$ cat config.mk
export PLATFORM = sky130hd
export DESIGN_NAME = game_flow_controller
export DESIGN_NICKNAME = d
export VERILOG_FILES = /design/src/rtl/game_flow_controller.sv
export SDC_FILE = /design/constraint.sdc
export NUM_CORES = 1
export LEC_CHECK = 0
export CAP_MARGIN = 15
export CORE_MARGIN = 3
export CORE_UTILIZATION = 37
export CTS_CLUSTER_DIAMETER = 30
export CTS_CLUSTER_SIZE = 25
export DETAILED_ROUTE_END_ITERATION = 16
export SETUP_SLACK_MARGIN = 0.2
export SLEW_MARGIN = 20
export SYNTH_ARGS = -nofsm -noshare
export SYNTH_HDL_FRONTEND = slang
export SYNTH_SLANG_ARGS = --single-unit
export TNS_END_PERCENT = 5
$ cat constraint.sdc
create_clock -name i_Clk -period 2.1 [get_ports i_Clk]
set_clock_uncertainty 0.1 [all_clocks]
set_input_delay 0.315 -clock i_Clk [delete_from_list [all_inputs] [get_ports i_Clk]]
set_output_delay 0.315 -clock i_Clk [all_outputs]
set_load 0.01 [all_outputs]
$ cat src/rtl/game_flow_controller.sv
// rtl/game_flow_controller.sv - session sequencer for the Frogger top level
// Drives game start/arm/run/death/game-over flow, scoring, lives and a status read bank.
module game_flow_controller #(
   parameter int unsigned C_LIVES_INI    = 3,
   parameter int unsigned C_DEATH_FRAMES = 60,
   parameter int unsigned C_SCORE_MAX    = 9
) (
   input  logic       i_Clk,
   input  logic       i_Rst,
   input  logic       i_All_Switch,
   input  logic       i_Any_Switch,
   input  logic       i_Has_Collided,
   input  logic       i_Level_Up,
   input  logic       i_Frame_Tick,
   input  logic       i_read_en,
   input  logic [4:0] i_read_addr,
   output logic [7:0] o_read_data,
   output logic       o_read_valid,
   output logic       o_Game_Active,
   output logic       o_Freeze,
   output logic       o_Respawn,
   output logic [3:0] o_Score,
   output logic [1:0] o_Lives,
   output logic [3:0] o_High_Score,
   output logic       o_Game_Over
);

   typedef enum logic [2:0] {
      S_IDLE      = 3'd0,
      S_ARM       = 3'd1,
      S_RUNNING   = 3'd2,
      S_DYING     = 3'd3,
      S_GAME_OVER = 3'd4
   } state_t;

   state_t     state_q, state_d;
   logic [3:0] score_q, score_d;
   logic [1:0] lives_q, lives_d;
   logic [3:0] high_q, high_d;
   logic [7:0] cnt_q, cnt_d;
   logic       respawn_q, respawn_d;
   logic       active_q, active_d;
   logic       freeze_q, freeze_d;
   logic       over_q, over_d;
   logic [7:0] rd_data_q, rd_data_d;
   logic       rd_valid_q, rd_valid_d;

   always_ff @(posedge i_Clk or posedge i_Rst) begin
      if (i_Rst) begin
         state_q    <= S_IDLE;
         score_q    <= '0;
         lives_q    <= '0;
         high_q     <= '0;
         cnt_q      <= '0;
         respawn_q  <= 1'b0;
         active_q   <= 1'b0;
         freeze_q   <= 1'b0;
         over_q     <= 1'b0;
         rd_data_q  <= '0;
         rd_valid_q <= 1'b0;
      end else begin
         state_q    <= state_d;
         score_q    <= score_d;
         lives_q    <= lives_d;
         high_q     <= high_d;
         cnt_q      <= cnt_d;
         respawn_q  <= respawn_d;
         active_q   <= active_d;
         freeze_q   <= freeze_d;
         over_q     <= over_d;
         rd_data_q  <= rd_data_d;
         rd_valid_q <= rd_valid_d;
      end
   end

   always_comb begin
      state_d   = state_q;
      score_d   = score_q;
      lives_d   = lives_q;
      high_d    = high_q;
      cnt_d     = cnt_q;
      respawn_d = 1'b0;

      case (state_q)
         S_IDLE, S_GAME_OVER: begin
            if (i_All_Switch) begin
               state_d = S_ARM;
               lives_d = 2'(C_LIVES_INI);
               score_d = '0;
            end
         end
         // Movement only starts once every switch is released, so the start chord never moves the frog.
         S_ARM: begin
            if (!i_Any_Switch) begin
               state_d   = S_RUNNING;
               respawn_d = 1'b1;
            end
         end
         S_RUNNING: begin
            if (i_Has_Collided) begin
               state_d = S_DYING;
               cnt_d   = '0;
               if (lives_q != 2'd0) lives_d = lives_q - 2'd1;
            end else if (i_Level_Up) begin
               respawn_d = 1'b1;
               if (score_q < 4'(C_SCORE_MAX)) score_d = score_q + 4'd1;
            end
         end
         S_DYING: begin
            if (i_Frame_Tick) begin
               cnt_d = cnt_q + 8'd1;
               if (cnt_d == 8'(C_DEATH_FRAMES)) begin
                  if (lives_q == 2'd0) begin
                     state_d = S_GAME_OVER;
                     if (score_q > high_q) high_d = score_q;
                  end else begin
                     state_d   = S_RUNNING;
                     respawn_d = 1'b1;
                     cnt_d     = '0;
                  end
               end
            end
         end
         default: state_d = S_IDLE;
      endcase

      active_d = (state_d == S_RUNNING);
      freeze_d = (state_d == S_DYING);
      over_d   = (state_d == S_GAME_OVER);
   end

   // Status bank samples pre-edge values, so a read racing an update sees the old contents.
   always_comb begin
      rd_data_d  = rd_data_q;
      rd_valid_d = i_read_en;
      if (i_read_en) begin
         case (i_read_addr)
            5'd0:    rd_data_d = {5'b0, state_q};
            5'd1:    rd_data_d = {4'b0, score_q};
            5'd2:    rd_data_d = {6'b0, lives_q};
            5'd3:    rd_data_d = {4'b0, high_q};
            5'd4:    rd_data_d = cnt_q;
            default: rd_data_d = 8'h00;
         endcase
      end
   end

   assign o_read_data   = rd_data_q;
   assign o_read_valid  = rd_valid_q;
   assign o_Game_Active = active_q;
   assign o_Freeze      = freeze_q;
   assign o_Respawn     = respawn_q;
   assign o_Score       = score_q;
   assign o_Lives       = lives_q;
   assign o_High_Score  = high_q;
   assign o_Game_Over   = over_q;

endmodule

==> results of run 1 <==
==> power by group through the flow <==
| stage | Sequential (µW) | Clock, µW | Combinational, µW |
|---|---|---|---|
| detailed placement | 907 | 0 | 767 |
| CTS | 895 | 575 | 811 |
| global placement | 911 | 0 | 761 |
| finish | 900 | 558 | 813 |
| global route | 922 | 599 | 919 |
| floorplan | 870 | 0 | 510 |
==> layout by cell type, fill, tap and decap left out, drive strengths merged, types with 3 or more instances in the layout <==
cell	instances
clkdlybuf4s50	35
a22oi	3
dfrtp	34
and3b	3
nand3	8
clkbuf	8
o21ai	11
ha	8
nand2	13
inv	15
mux2	6
nand4	3
a31oi	4
nor3	4
a21oi	13
buf	12
nand2b	4
nor2	13
and3	3
a41oi	3
==> logic make-up (layout without fill, tap and decap cells) <==
group | count (synthesis) | in the layout
adder cells (fa/ha/maj) | 8 | 8
XOR/XNOR | 2 | 2
AND/OR/NAND/NOR | 61 | 61
multiplexers | 10 | 10
flip-flops | 34 | 34
AO/OA/AOI/OAI | 42 | 42
buffers and inverters | 23 | 70
==> layout make-up <==
type	count	area, µm²	share of cell area (%)
timing repair buffer	47	440.4	17.89
inverter	15	56.30	2.287
clock buffer	8	110.1	4.472
tap	67	83.83	3.404
sequential	34	852.1	34.60
multi-input combinational	123	919.6	37.35
==> worst reg2reg max path, delay by kind of cell (launching register included) <==
kind / cells / cell delay [ps]
muxes: 1 / 310
and+or+nand+nor: 4 / 730
adders and majority gates: 1 / 190
DFF: 1 / 400
==> stage by stage <==
| step | util, % | hold WS (ps) | setup slack (ps) | total power [µW] |
|---|---|---|---|---|
| after floorplan | - | 246.4 | 276.3 | 1381 |
| after global placement | 48.44 | 410.0 | 131.6 | 1673 |
| after detailed placement | 48.44 | 415.6 | 108.0 | 1674 |
| after CTS | 51.32 | 352.7 | 251.6 | 2281 |
| after global routing | 51.45 | 384.8 | 143.9 | 2441 |
| final | 51.45 | 329.7 | 244.9 | 2271 |
==> worst paths after layout <==
kind,from,endpoint,slack (ps),cells past startpoint
max in group asynchronous,i_Rst,state_q[0],1230,3
worst min-delay path,i_Rst,o_read_data[3],330,3
min in group i_Clk,o_read_data[6],o_read_data[6],420,2
worst min register to register,o_read_data[6],o_read_data[6],420,2
worst max-delay path,cnt_q[0],o_High_Score[3],240,6
worst max register to register,cnt_q[0],o_High_Score[3],240,6
==> flip-flops by register name, indices dropped and copies added, names as in the netlist <==
| signal | cells |
|---|---|
| cnt_q | 8 |
| o_Freeze | 1 |
| o_Game_Active | 1 |
| o_Game_Over | 1 |
| o_High_Score | 4 |
| o_Lives | 2 |
| o_Respawn | 1 |
| o_Score | 4 |
| o_read_data | 8 |
| o_read_valid | 1 |
| state_q | 3 |
==> metal layers <==
| metal | track usage [%] | up-vias | share of wire [%] |
|---|---|---|---|
| met5 | 0 | - | 0 |
| met3 | 4.343 | 4 | 4.2 |
| li1 | - | 738 | - |
| met2 | 24.22 | 31 | 48 |
| met1 | 20.61 | 700 | 48 |
| met4 | 3.986 | 0 | 0.65 |
==> timing repair <==
action | 4_1_cts | 5_1_grt
pin swaps | 0 | 1
setup endpoints to repair | 3 | 10
buffers inserted | 2 | 0
gates resized for setup | 2 | 2
==> flow_summary_export.csv, run 1 <==
group,metric,value,unit
outcome,outcome,"completed",
routing,route.detailed.wl_per_inst,14.20,µm
place,dp_hpwl,3.070,mm
place,dp.cells,284,
cts,cts_hold_buf,0,
logic_synthesis,synth_seq_area_share,45.76,%
place,portBuffers,35,
logic_synthesis,synth-simple-area-share,19.11,%
logic_synthesis,synth_edf_count,0,
cells_and_area,area_delta_synth_final,32.44,%
routing,viasPerCell,5.010,
cts,insertion_delay,280,ps
power_and_ir_drop,p_leak,0.001092,µW
worst_setup_path,crit_path_max_incr_delay,400,ps
worst_setup_path,crit_arrival,1920,ps
routing,drc_errors,0,
cells_and_area,design_area,2462,µm²
sta,fin_tns_setup,0,ps
routing,vias,1473,
logic_synthesis,synth.most_common_cell,"dfrtp_1",
routing,wl,4.176,mm
cells_and_area,nets,247,
power_and_ir_drop,p_int,1502,µW
global_routing,grt_pass1_wl,7.286,mm
sta,finalCritPeriodShare,88.34,%
worst_setup_path,path_delay_family,"simple AND/OR/NAND/NOR gates",
die,core,4786,µm²
power_and_ir_drop,max-vdd-ir-drop,0.5312,mV
die,initial_utilization,38.85,%
power_and_ir_drop,p_comb_share,35.8,%
worst_hold_path,hp-class,"primary input to async pin",
cts,cts_tree,"yes",
global_routing,antenna_found_initial,0,
cts,clkSlewWorstSetupHoldPaths,70,ps
worst_setup_path,startpoint_type,"flop",
logic_synthesis,ys_warn_count,0,
power_and_ir_drop,p_seq_share,39.6,%
routing,ant_nets,0,
worst_setup_path,required,2160,ps
worst_setup_path,setup.worst_path.end_class,"flop",
sta,slew_violations,0,
die,die_w,76.89,µm
sta,slew_headroom,66.11,%
logic_synthesis,avgSynthCellArea,10.33,µm²
sta,fmax,0.5390,GHz
place,gp_congestion,0.8498,
routing,dr.pass1.iters,4,
worst_setup_path,critPathBufInv,0,
power_and_ir_drop,power.density,922.3,nW/µm²
logic_synthesis,synthAdderAreaFrac,5.384,%
logic_synthesis,synth_compound_area_share,15.34,%
die,ioPinCount,36,
global_routing,grt_util_all_layers,15.33,%
routing,drt_iter0_markers,82,
sta,hold_viol,0,
logic_synthesis,synth_top_family_by_area,"simple AND/OR/NAND/NOR gates",
die,die-height,76.89,µm
logic_synthesis,ys.flop_type,"dfrtp_1",
cts,htree_levels,2,
worst_setup_path,critPathSlowestCell,"dfrtp_1",
sta,rsz0062_at_grt,"true",
sta,setup-violations-final,0,
cts,cts-buffers-inserted,5,
sta,tightest_slew,506.8,ps
sta,period_needed,1855,ps
flow_run,maxCapViolCount,0,
logic_synthesis,synth_area,1859,µm²
logic_synthesis,synthCells,180,
logic_synthesis,synth_mux_area_share,7.739,%
logic_synthesis,yosys.area_share.xor_xnor,0.9421,%
power_and_ir_drop,power.switching,769.4,µW
logic_synthesis,yosysTopAreaCellShare,45.76,%
cells_and_area,diodes,0,
place,place_area,2318,µm²
global_routing,grt_pass1_vias,1495,
power_and_ir_drop,pwr-share-clk,24.6,%
worst_setup_path,cp_cell_sequence,"ha_4 -> nor4b_4 -> and3_1 -> nand3_2 -> nand3b_4 -> mux2_4",
worst_setup_path,worstPathMaxFanout,7,
cells_and_area,drive_above_1_share,16.30,%
worst_setup_path,critical_path_class,"flop to flop",
die,die_area,5911,µm²
power_and_ir_drop,swShare,33.88,%
global_routing,grt_max_degree,35,
cells_and_area,fin_cells,294,
logic_synthesis,ys_top_cells_by_area,"dfrtp_1 (46%), ha_1 (5.4%), a21oi_1 (3.2%)",
die,core.rowCount,25,
cts,clock-sinks,34,
cts,clock-root-buffer,"clkbuf_8",
logic_synthesis,yosysTopAreaCell,"dfrtp_1",
cells_and_area,n_fill_cell,468,
logic_synthesis,synth_cell_type_count,45,
logic_synthesis,ys_top_cells_by_count,"dfrtp_1 (34), inv_1 (15), nand2_1 (13), nor2_1 (13), a21oi_1 (12)",
logic_synthesis,async_flop_share,100.0,%
logic_synthesis,ys_ff_latch,34,
logic_synthesis,syn_nets,201,
global_routing,grt-ovfl-total,0,
cts,ctsLongestPathBuffers,2,
No activity file was read; power rests on OpenSTA's default activity.
==> run 2, diff against run 1 <==
CTS_CLUSTER_SIZE = 40   (was 25)
GPL_TIMING_DRIVEN = 1   (was unset)
==> results of run 2 <==
Same layout as run 1: the final DEF is identical, and so are final timing and power.
==> run 3, diff against run 2 <==
ABC_CLOCK_PERIOD_IN_PS = 2100   (was unset)
==> results of run 3 <==
Same layout as run 1: the final DEF is identical, and so are final timing and power.
